**config.mk**
```make
export PLATFORM = sky130hd
export DESIGN_NAME = multicycle_ctrl
export DESIGN_NICKNAME = d
export VERILOG_FILES = /design/src/rtl/ctrl_pkg.sv /design/src/rtl/cond_unit.sv /design/src/rtl/multicycle_ctrl.sv
export SDC_FILE = /design/constraint.sdc
export NUM_CORES = 1
export LEC_CHECK = 0
export ABC_AREA = 1
export CAP_MARGIN = 20
export CORE_MARGIN = 2
export CORE_UTILIZATION = 42
export CTS_CLUSTER_SIZE = 30
export DETAILED_ROUTE_END_ITERATION = 7
export GPL_ROUTABILITY_DRIVEN = 0
export PLACE_DENSITY_LB_ADDON = 0.08
export SYNTH_ARGS = -nofsm -noshare
export SYNTH_HDL_FRONTEND = slang
export SYNTH_SLANG_ARGS = --single-unit
```
**constraint.sdc**
```tcl
create_clock -name clk -period 2.1 [get_ports clk]
set_input_delay 0.42 -clock clk [delete_from_list [all_inputs] [get_ports clk]]
set_output_delay 0.42 -clock clk [all_outputs]
set_load 0.01 [all_outputs]
```
**src/rtl/ctrl_pkg.sv**
```systemverilog
// ----------------------------------------------------------------------------
// ctrl_pkg
//   Shared definitions for the multi-cycle ARM-subset control unit:
//   FSM state encodings, ALUControl codes, instruction op/cmd/cond codes,
//   and the condition-code evaluation helper used by cond_unit.
// ----------------------------------------------------------------------------
package ctrl_pkg;

   typedef enum logic [3:0] {
      ST_FETCH  = 4'd0,
      ST_DECODE = 4'd1,
      ST_MEMADR = 4'd2,
      ST_MEMRD  = 4'd3,
      ST_MEMWB  = 4'd4,
      ST_MEMWR  = 4'd5,
      ST_EXECR  = 4'd6,
      ST_EXECI  = 4'd7,
      ST_ALUWB  = 4'd8,
      ST_BRANCH = 4'd9
   } state_e;

   localparam logic [2:0] ALU_ADD = 3'b000;
   localparam logic [2:0] ALU_SUB = 3'b001;
   localparam logic [2:0] ALU_AND = 3'b010;
   localparam logic [2:0] ALU_ORR = 3'b011;

   localparam logic [1:0] OP_DP  = 2'b00;
   localparam logic [1:0] OP_MEM = 2'b01;
   localparam logic [1:0] OP_BR  = 2'b10;

   localparam logic [3:0] CMD_AND = 4'b0000;
   localparam logic [3:0] CMD_SUB = 4'b0010;
   localparam logic [3:0] CMD_ADD = 4'b0100;
   localparam logic [3:0] CMD_CMP = 4'b1010;
   localparam logic [3:0] CMD_ORR = 4'b1100;

   localparam logic [3:0] COND_EQ = 4'b0000;
   localparam logic [3:0] COND_NE = 4'b0001;
   localparam logic [3:0] COND_CS = 4'b0010;
   localparam logic [3:0] COND_CC = 4'b0011;
   localparam logic [3:0] COND_MI = 4'b0100;
   localparam logic [3:0] COND_PL = 4'b0101;
   localparam logic [3:0] COND_VS = 4'b0110;
   localparam logic [3:0] COND_VC = 4'b0111;
   localparam logic [3:0] COND_HI = 4'b1000;
   localparam logic [3:0] COND_LS = 4'b1001;
   localparam logic [3:0] COND_GE = 4'b1010;
   localparam logic [3:0] COND_LT = 4'b1011;
   localparam logic [3:0] COND_GT = 4'b1100;
   localparam logic [3:0] COND_LE = 4'b1101;
   localparam logic [3:0] COND_AL = 4'b1110;
   localparam logic [3:0] COND_NV = 4'b1111;

   // Evaluate an ARM condition field against stored {N,Z,C,V}; NV never holds.
   function automatic logic cond_holds(input logic [3:0] cond, input logic [3:0] nzcv);
      logic n, z, c, v, r;
      {n, z, c, v} = nzcv;
      case (cond)
         COND_EQ: r = z;
         COND_NE: r = ~z;
         COND_CS: r = c;
         COND_CC: r = ~c;
         COND_MI: r = n;
         COND_PL: r = ~n;
         COND_VS: r = v;
         COND_VC: r = ~v;
         COND_HI: r = c & ~z;
         COND_LS: r = ~c | z;
         COND_GE: r = (n == v);
         COND_LT: r = (n != v);
         COND_GT: r = ~z & (n == v);
         COND_LE: r = z | (n != v);
         COND_AL: r = 1'b1;
         default: r = 1'b0;
      endcase
      return r;
   endfunction

endpackage

```
**src/rtl/cond_unit.sv**
```systemverilog
// ----------------------------------------------------------------------------
// cond_unit
//   Holds the NZCV flags register and the registered condition result
//   (condq). condq is captured at the end of DECODE from the stored flags;
//   flags are reloaded from the ALU only when requested and condq is set.
// Ports:
//   clk, reset     : rising-edge clock, synchronous active-high reset
//   cond           : instruction condition field
//   alu_flags      : {N,Z,C,V} from the datapath ALU
//   cond_eval_en   : high in DECODE, captures the condition result
//   flag_wr_req    : high in EXECR/EXECI when the instruction sets flags
//   condq          : registered condition result
// ----------------------------------------------------------------------------
module cond_unit
   import ctrl_pkg::*;
(
   input  logic       clk,
   input  logic       reset,
   input  logic [3:0] cond,
   input  logic [3:0] alu_flags,
   input  logic       cond_eval_en,
   input  logic       flag_wr_req,
   output logic       condq
);

   logic [3:0] flags_q, flags_d;
   logic       condq_q, condq_d;

   // Next-value logic for the condition result and the flag register.
   always_comb begin
      condq_d = condq_q;
      flags_d = flags_q;
      if (cond_eval_en) begin
         condq_d = cond_holds(cond, flags_q);
      end else begin
         condq_d = condq_q;
      end
      // A condition-failed flag-setting instruction must leave NZCV intact.
      if (flag_wr_req && condq_q) begin
         flags_d = alu_flags;
      end else begin
         flags_d = flags_q;
      end
   end

   // Flag and condition registers with synchronous reset.
   always_ff @(posedge clk) begin
      if (reset) begin
         flags_q <= 4'b0000;
         condq_q <= 1'b0;
      end else begin
         flags_q <= flags_d;
         condq_q <= condq_d;
      end
   end

   assign condq = condq_q;

endmodule

```
**src/rtl/multicycle_ctrl.sv**
```systemverilog
// ----------------------------------------------------------------------------
// multicycle_ctrl
//   Control unit for the multi-cycle ARM-subset datapath: Moore main FSM,
//   instruction decode and condition/flag handling (in cond_unit).
//   Optional feature macro: MULTICYCLE_CTRL_CMP_EN -- when defined, cmd 1010
//   decodes as CMP (SUB, flags always written subject to condq, no register
//   write); when undefined, cmd 1010 is unsupported.
// Ports:
//   clk, reset                 : rising-edge clock, synchronous active-high reset
//   Instr[19:0]                : IR bits [31:12] (cond, op, funct, Rd)
//   ALUFlags                   : {N,Z,C,V} from the ALU
//   PCWrite/MemWrite/RegWrite/IRWrite : write enables (forced 0 in reset)
//   AdrSrc, RegSrc, ALUSrcA, ALUSrcB, ResultSrc, ImmSrc, ALUControl : selects
//   State                      : current FSM state
// ----------------------------------------------------------------------------
module multicycle_ctrl
   import ctrl_pkg::*;
(
   input  logic        clk,
   input  logic        reset,
   input  logic [19:0] Instr,
   input  logic [3:0]  ALUFlags,
   output logic        PCWrite,
   output logic        MemWrite,
   output logic        RegWrite,
   output logic        IRWrite,
   output logic        AdrSrc,
   output logic [1:0]  RegSrc,
   output logic        ALUSrcA,
   output logic [1:0]  ALUSrcB,
   output logic [1:0]  ResultSrc,
   output logic [1:0]  ImmSrc,
   output logic [2:0]  ALUControl,
   output logic [3:0]  State
);

   logic [3:0] cond_s;
   logic [1:0] op_s;
   logic       i_bit_s;
   logic [3:0] cmd_s;
   logic       s_bit_s;      // S for data-processing, L for memory
   logic [3:0] rd_s;
   logic       unused_rn_s;

   state_e     state_q, state_d, dec_state_s;
   logic       cmd_ok_s, is_cmp_s;
   logic [2:0] alu_cmd_s;
   logic       condq_s;
   logic       flag_wr_req_s, cond_eval_en_s;
   logic       pc_write_s, mem_write_s, reg_write_s, ir_write_s;

   assign cond_s      = Instr[19:16];
   assign op_s        = Instr[15:14];
   assign i_bit_s     = Instr[13];
   assign cmd_s       = Instr[12:9];
   assign s_bit_s     = Instr[8];
   assign rd_s        = Instr[3:0];
   assign unused_rn_s = ^Instr[7:4];

   // Data-processing cmd decode: ALU operation, support and CMP detection.
   always_comb begin
      cmd_ok_s  = 1'b1;
      is_cmp_s  = 1'b0;
      alu_cmd_s = ALU_ADD;
      case (cmd_s)
         CMD_ADD: alu_cmd_s = ALU_ADD;
         CMD_SUB: alu_cmd_s = ALU_SUB;
         CMD_AND: alu_cmd_s = ALU_AND;
         CMD_ORR: alu_cmd_s = ALU_ORR;
`ifdef MULTICYCLE_CTRL_CMP_EN
         CMD_CMP: begin
            alu_cmd_s = ALU_SUB;
            is_cmp_s  = 1'b1;
         end
`endif
         default: cmd_ok_s = 1'b0;
      endcase
   end

   // Next-state logic of the main FSM.
   always_comb begin
      state_d = ST_FETCH;
      case (state_q)
         ST_FETCH:  state_d = ST_DECODE;
         ST_DECODE: begin
            case (op_s)
               OP_MEM: state_d = ST_MEMADR;
               OP_BR:  state_d = ST_BRANCH;
               OP_DP: begin
                  if (!cmd_ok_s) begin
                     state_d = ST_FETCH;
                  end else if (i_bit_s) begin
                     state_d = ST_EXECI;
                  end else begin
                     state_d = ST_EXECR;
                  end
               end
               default: state_d = ST_FETCH;
            endcase
         end
         ST_MEMADR: begin
            if (s_bit_s) begin
               state_d = ST_MEMRD;
            end else begin
               state_d = ST_MEMWR;
            end
         end
         ST_MEMRD:  state_d = ST_MEMWB;
         ST_EXECR, ST_EXECI: begin
            // CMP writes no register, so it skips ALUWB.
            if (is_cmp_s) begin
               state_d = ST_FETCH;
            end else begin
               state_d = ST_ALUWB;
            end
         end
         default:   state_d = ST_FETCH;
      endcase
   end

   // FSM state register.
   always_ff @(posedge clk) begin
      if (reset) begin
         state_q <= ST_FETCH;
      end else begin
         state_q <= state_d;
      end
   end

   // While reset is high the selects show the FETCH decode even if the
   // register still holds an aborted instruction's state.
   assign dec_state_s = reset ? ST_FETCH : state_q;

   // Moore output decode per state; unlisted selects stay 0.
   always_comb begin
      pc_write_s  = 1'b0;
      mem_write_s = 1'b0;
      reg_write_s = 1'b0;
      ir_write_s  = 1'b0;
      AdrSrc      = 1'b0;
      ALUSrcA     = 1'b0;
      ALUSrcB     = 2'd0;
      ResultSrc   = 2'd0;
      ALUControl  = ALU_ADD;
      case (dec_state_s)
         ST_FETCH: begin
            ir_write_s = 1'b1;
            pc_write_s = 1'b1;
            ALUSrcA    = 1'b1;
            ALUSrcB    = 2'd2;
            ResultSrc  = 2'd2;
         end
         ST_DECODE: begin
            ALUSrcA   = 1'b1;
            ALUSrcB   = 2'd2;
            ResultSrc = 2'd2;
         end
         ST_MEMADR: ALUSrcB = 2'd1;
         ST_MEMRD:  AdrSrc  = 1'b1;
         ST_MEMWB: begin
            ResultSrc   = 2'd1;
            reg_write_s = condq_s;
         end
         ST_MEMWR: begin
            AdrSrc      = 1'b1;
            mem_write_s = condq_s;
         end
         ST_EXECR:  ALUControl = alu_cmd_s;
         ST_EXECI: begin
            ALUSrcB    = 2'd1;
            ALUControl = alu_cmd_s;
         end
         ST_ALUWB: begin
            reg_write_s = condq_s;
            pc_write_s  = condq_s & (rd_s == 4'd15);
         end
         ST_BRANCH: begin
            ALUSrcB    = 2'd1;
            ResultSrc  = 2'd2;
            pc_write_s = condq_s;
         end
         default: begin
            ALUControl = ALU_ADD;
         end
      endcase
   end

   assign PCWrite  = pc_write_s  & ~reset;
   assign MemWrite = mem_write_s & ~reset;
   assign RegWrite = reg_write_s & ~reset;
   assign IRWrite  = ir_write_s  & ~reset;

   assign RegSrc = {(op_s == OP_MEM) & ~s_bit_s, (op_s == OP_BR)};
   assign ImmSrc = op_s;
   assign State  = state_q;

   assign cond_eval_en_s = (state_q == ST_DECODE);
   assign flag_wr_req_s  = ((state_q == ST_EXECR) || (state_q == ST_EXECI)) &&
                           (s_bit_s || is_cmp_s);

   cond_unit u_cond_unit (
      .clk          (clk),
      .reset        (reset),
      .cond         (cond_s),
      .alu_flags    (ALUFlags),
      .cond_eval_en (cond_eval_en_s),
      .flag_wr_req  (flag_wr_req_s),
      .condq        (condq_s)
   );

endmodule

```
==> impl_metrics.toml <==
[place]
portBuffers = 41
dpl.hpwl_mm = 2.07
dp_cells = 237

[finish]
area_delta_synth_final_pct = 60.7
multi_input_comb_area_um2 = 592
antenna_cells = 0
sequential_cell_area_um2 = 180
final.fill_count = 179
nNetsFinal = 241
final_layout_size_suffix_gt1_share_pct = 17.3
final_cells = 241

[route]
drc = 0
final_antenna_net_count = 0
totalWireLength_mm = 2.41
wire_per_inst_um = 9.99
drt_first_pass_iters = 4
route.vias.total = 1185
avgViaCountPerCell = 4.92
starting_drc_count_in_detailed_routing = 21

[critical_path]
cp.arrival_ns = 1.60
critical_path.max_fanout = 4
critical_path_required_ns = 1.68
timing.critical_path.slowest_cell_delay_ns = 0.53
r2r_cells = 6
critical_path.reg2reg.startpoint = "State[1]"
cp-start-kind = "input port"
cp_cell_sequence = "clkdlybuf4s50_1, buf_4, clkdlybuf4s50_1"
setup.worst_path.start = "Instr[15]"
path_common_cell = "sky130_fd_sc_hd__clkdlybuf4s50_1"
critical_path.reg2reg.endpoint = "u_cond_unit.flags_q[0]"
cp_slowest_cell = "sky130_fd_sc_hd__clkdlybuf4s50_1"
critical_path_end = "ImmSrc[1]"
setup.worst_path.class = "in -> out"
worst-r2r-setup-slack_ns = 0.82
critPathCaptureType = "output pin"

[floorplan]
die-width_um = 50.5
die_h_um = 50.5
initial_utilization_pct = 45.4
io-pin-count = 47
fp-row-count = 16
design.die.area_mm2 = 0.00255
coreArea_mm2 = 0.00200

[global_routing]
grt_remaining_overflow = 0
grt_util_all_layers_pct = 20.4
number_of_global_route_vias_before_repair = 1036
number_of_antenna_violations_at_the_first_check_in_global_routing = 0
grt_max_degree = 10
grt_pass1_wl_mm = 4.13

[timing]
setup_viol = 0
layout_min_cycle_time_ns = 2.02
unrepaired_setup_endpoints_after_global_routing = "no"
fin_setup_tns_ns = 0
layout_worst_path_cycle_share_pct = 96.2
clk_skew_ns = 0.00212
clock.fmax_mhz = 495
final_hold_viol_count = 0
final_slew_viol_count = 0

[cts]
cts.path.max_buffers = 2
cts.htree.levels = 1
clock_insertion_delay_worst_skew_ns = 0.25
cts-buffers-inserted = 3
clkTransAtPathRegs_ns = 0.06
cts.root.buffer_cell = "sky130_fd_sc_hd__clkbuf_4"
hold_buffer_count_at_cts = 0
clock_tree_from_tritoncts = "built"
cts_sinks = 9

[yosys]
yosys_warnings = 0
postSynth.asyncResetShare_pct = 0
synth-edff-count = 0
synth_cell_types = 31
synth_area_um2 = 910
postSynthCellCount = 157
synth.yosys.seq_area_share_pct = 19.8
synth_nets = 183
synth_top_flop_cell = "sky130_fd_sc_hd__dfxtp_1"
syn-mean-instance-area_um2 = 5.79
postSynthRegisterBits = 9

[outcome]
run_status = "completed"

[flow_run]
timing.max_cap.violations = 0

[pwr]
power.density_cell_area_mw_per_mm2 = 349
leakagePower_nw = 0.752
max-vdd-ir-drop_v = 0.000304
fin_total_pwr_uw = 510

[min_path]
hold_path_class = "reg -> reg"
[metrics by stage]
step	utilization, %	hold WS [ns]	cell area (um2)	worst slack (ns)
3_5_place_dp	72.1	0.479	1440	-0.497
6_report	73.0	0.482	1460	0.0790
5_1_grt	73.0	0.530	1460	0.00871
4_1_cts	72.8	0.486	1460	0.0240
2_1_floorplan	-	0.445	910	0.452
3_3_place_gp	72.1	0.467	1440	-0.446
[how the worst min path moves through the flow]
stage	startpoint	to	slack (ns)	cells after the start
3_3_place_gp	u_cond_unit.flags_q[2]	u_cond_unit.flags_q[2]	0.47	2
5_1_grt	u_cond_unit.flags_q[2]	u_cond_unit.flags_q[2]	0.53	2
4_1_cts	u_cond_unit.flags_q[2]	u_cond_unit.flags_q[2]	0.49	2
2_1_floorplan	u_cond_unit.flags_q[2]	u_cond_unit.flags_q[2]	0.44	2
3_5_place_dp	u_cond_unit.flags_q[2]	u_cond_unit.flags_q[2]	0.48	2
6_report	u_cond_unit.flags_q[2]	u_cond_unit.flags_q[2]	0.48	2
[report_power, final]
part	switching, mW	internal (mW)	total (mW)
Combinational	0.0928	0.102	0.195
Clock	0.0561	0.0729	0.129
Sequential	0.00881	0.177	0.186
[cell usage in the layout, fill, tap and decap left out, types with 4 or more instances in the layout]
| master | Yosys | routed |
|---|---|---|
| sky130_fd_sc_hd__a21oi_1 | 10 | 10 |
| sky130_fd_sc_hd__buf_4 | 3 | 17 |
| sky130_fd_sc_hd__clkdlybuf4s50_1 | 0 | 26 |
| sky130_fd_sc_hd__dfxtp_1 | 9 | 9 |
| sky130_fd_sc_hd__dlygate4sd2_1 | 0 | 9 |
| sky130_fd_sc_hd__inv_1 | 24 | 24 |
| sky130_fd_sc_hd__nand2_1 | 38 | 38 |
| sky130_fd_sc_hd__nand3_1 | 14 | 14 |
| sky130_fd_sc_hd__nand4_1 | 5 | 5 |
| sky130_fd_sc_hd__nor2_1 | 18 | 18 |
| sky130_fd_sc_hd__o21ai_0 | 4 | 4 |
[registers in the layout (all words and copies together), names as in the netlist]
name                 flops
u_cond_unit.flags_q      4
State                    4
u_cond_unit.condq        1
[repair_timing]
action	4_1_cts	5_1_grt
gates resized for setup	19	5
setup buffers	0	0
setup endpoints to repair	12	4
[per-layer routing]
| metal | up-vias | routed length [um] | GRT usage [%] |
|---|---|---|---|
| li1 | 622 | - | - |
| met4 | 0 | 0 | 6.76 |
| met2 | 36 | 1230 | 36.8 |
| met5 | - | 0 | 0 |
| met1 | 527 | 1060 | 24.1 |
| met3 | 0 | 121 | 3.87 |
[worst max-delay path: cells and delay by family]
kind	cells	cell delay [ns]
buffers and inverters	3	1.18
[cell families after synthesis]
group / share of synthesized area [%]
other cells: 0.412
buf+inv: 15.7
compound gates: 16.4
simple gates: 47.7
flops: 19.8
[cells in the mapped netlist, types with 3 or more instances]
master,instances,area share [%]
sky130_fd_sc_hd__a21oi_1,10,5.5
sky130_fd_sc_hd__buf_4,3,2.5
sky130_fd_sc_hd__dfxtp_1,9,20
sky130_fd_sc_hd__inv_1,24,9.9
sky130_fd_sc_hd__nand2_1,38,16
sky130_fd_sc_hd__nand3_1,14,7.7
sky130_fd_sc_hd__nand4_1,5,3.4
sky130_fd_sc_hd__nor2_1,18,7.4
sky130_fd_sc_hd__nor2_2,3,2.1
sky130_fd_sc_hd__nor3_1,4,2.2
sky130_fd_sc_hd__o21ai_0,4,2.2
sky130_fd_sc_hd__o21ai_1,3,1.7
[area by class of cell]
cell class	instances	share of cell area (%)
multi-input cells	116	40.5
inverters	27	7.11
flip-flops and latches	9	12.3
clock buffers	4	1.80
well taps	27	2.31
repair buffers	58	36.0
Power figures use the tool's default switching activity.
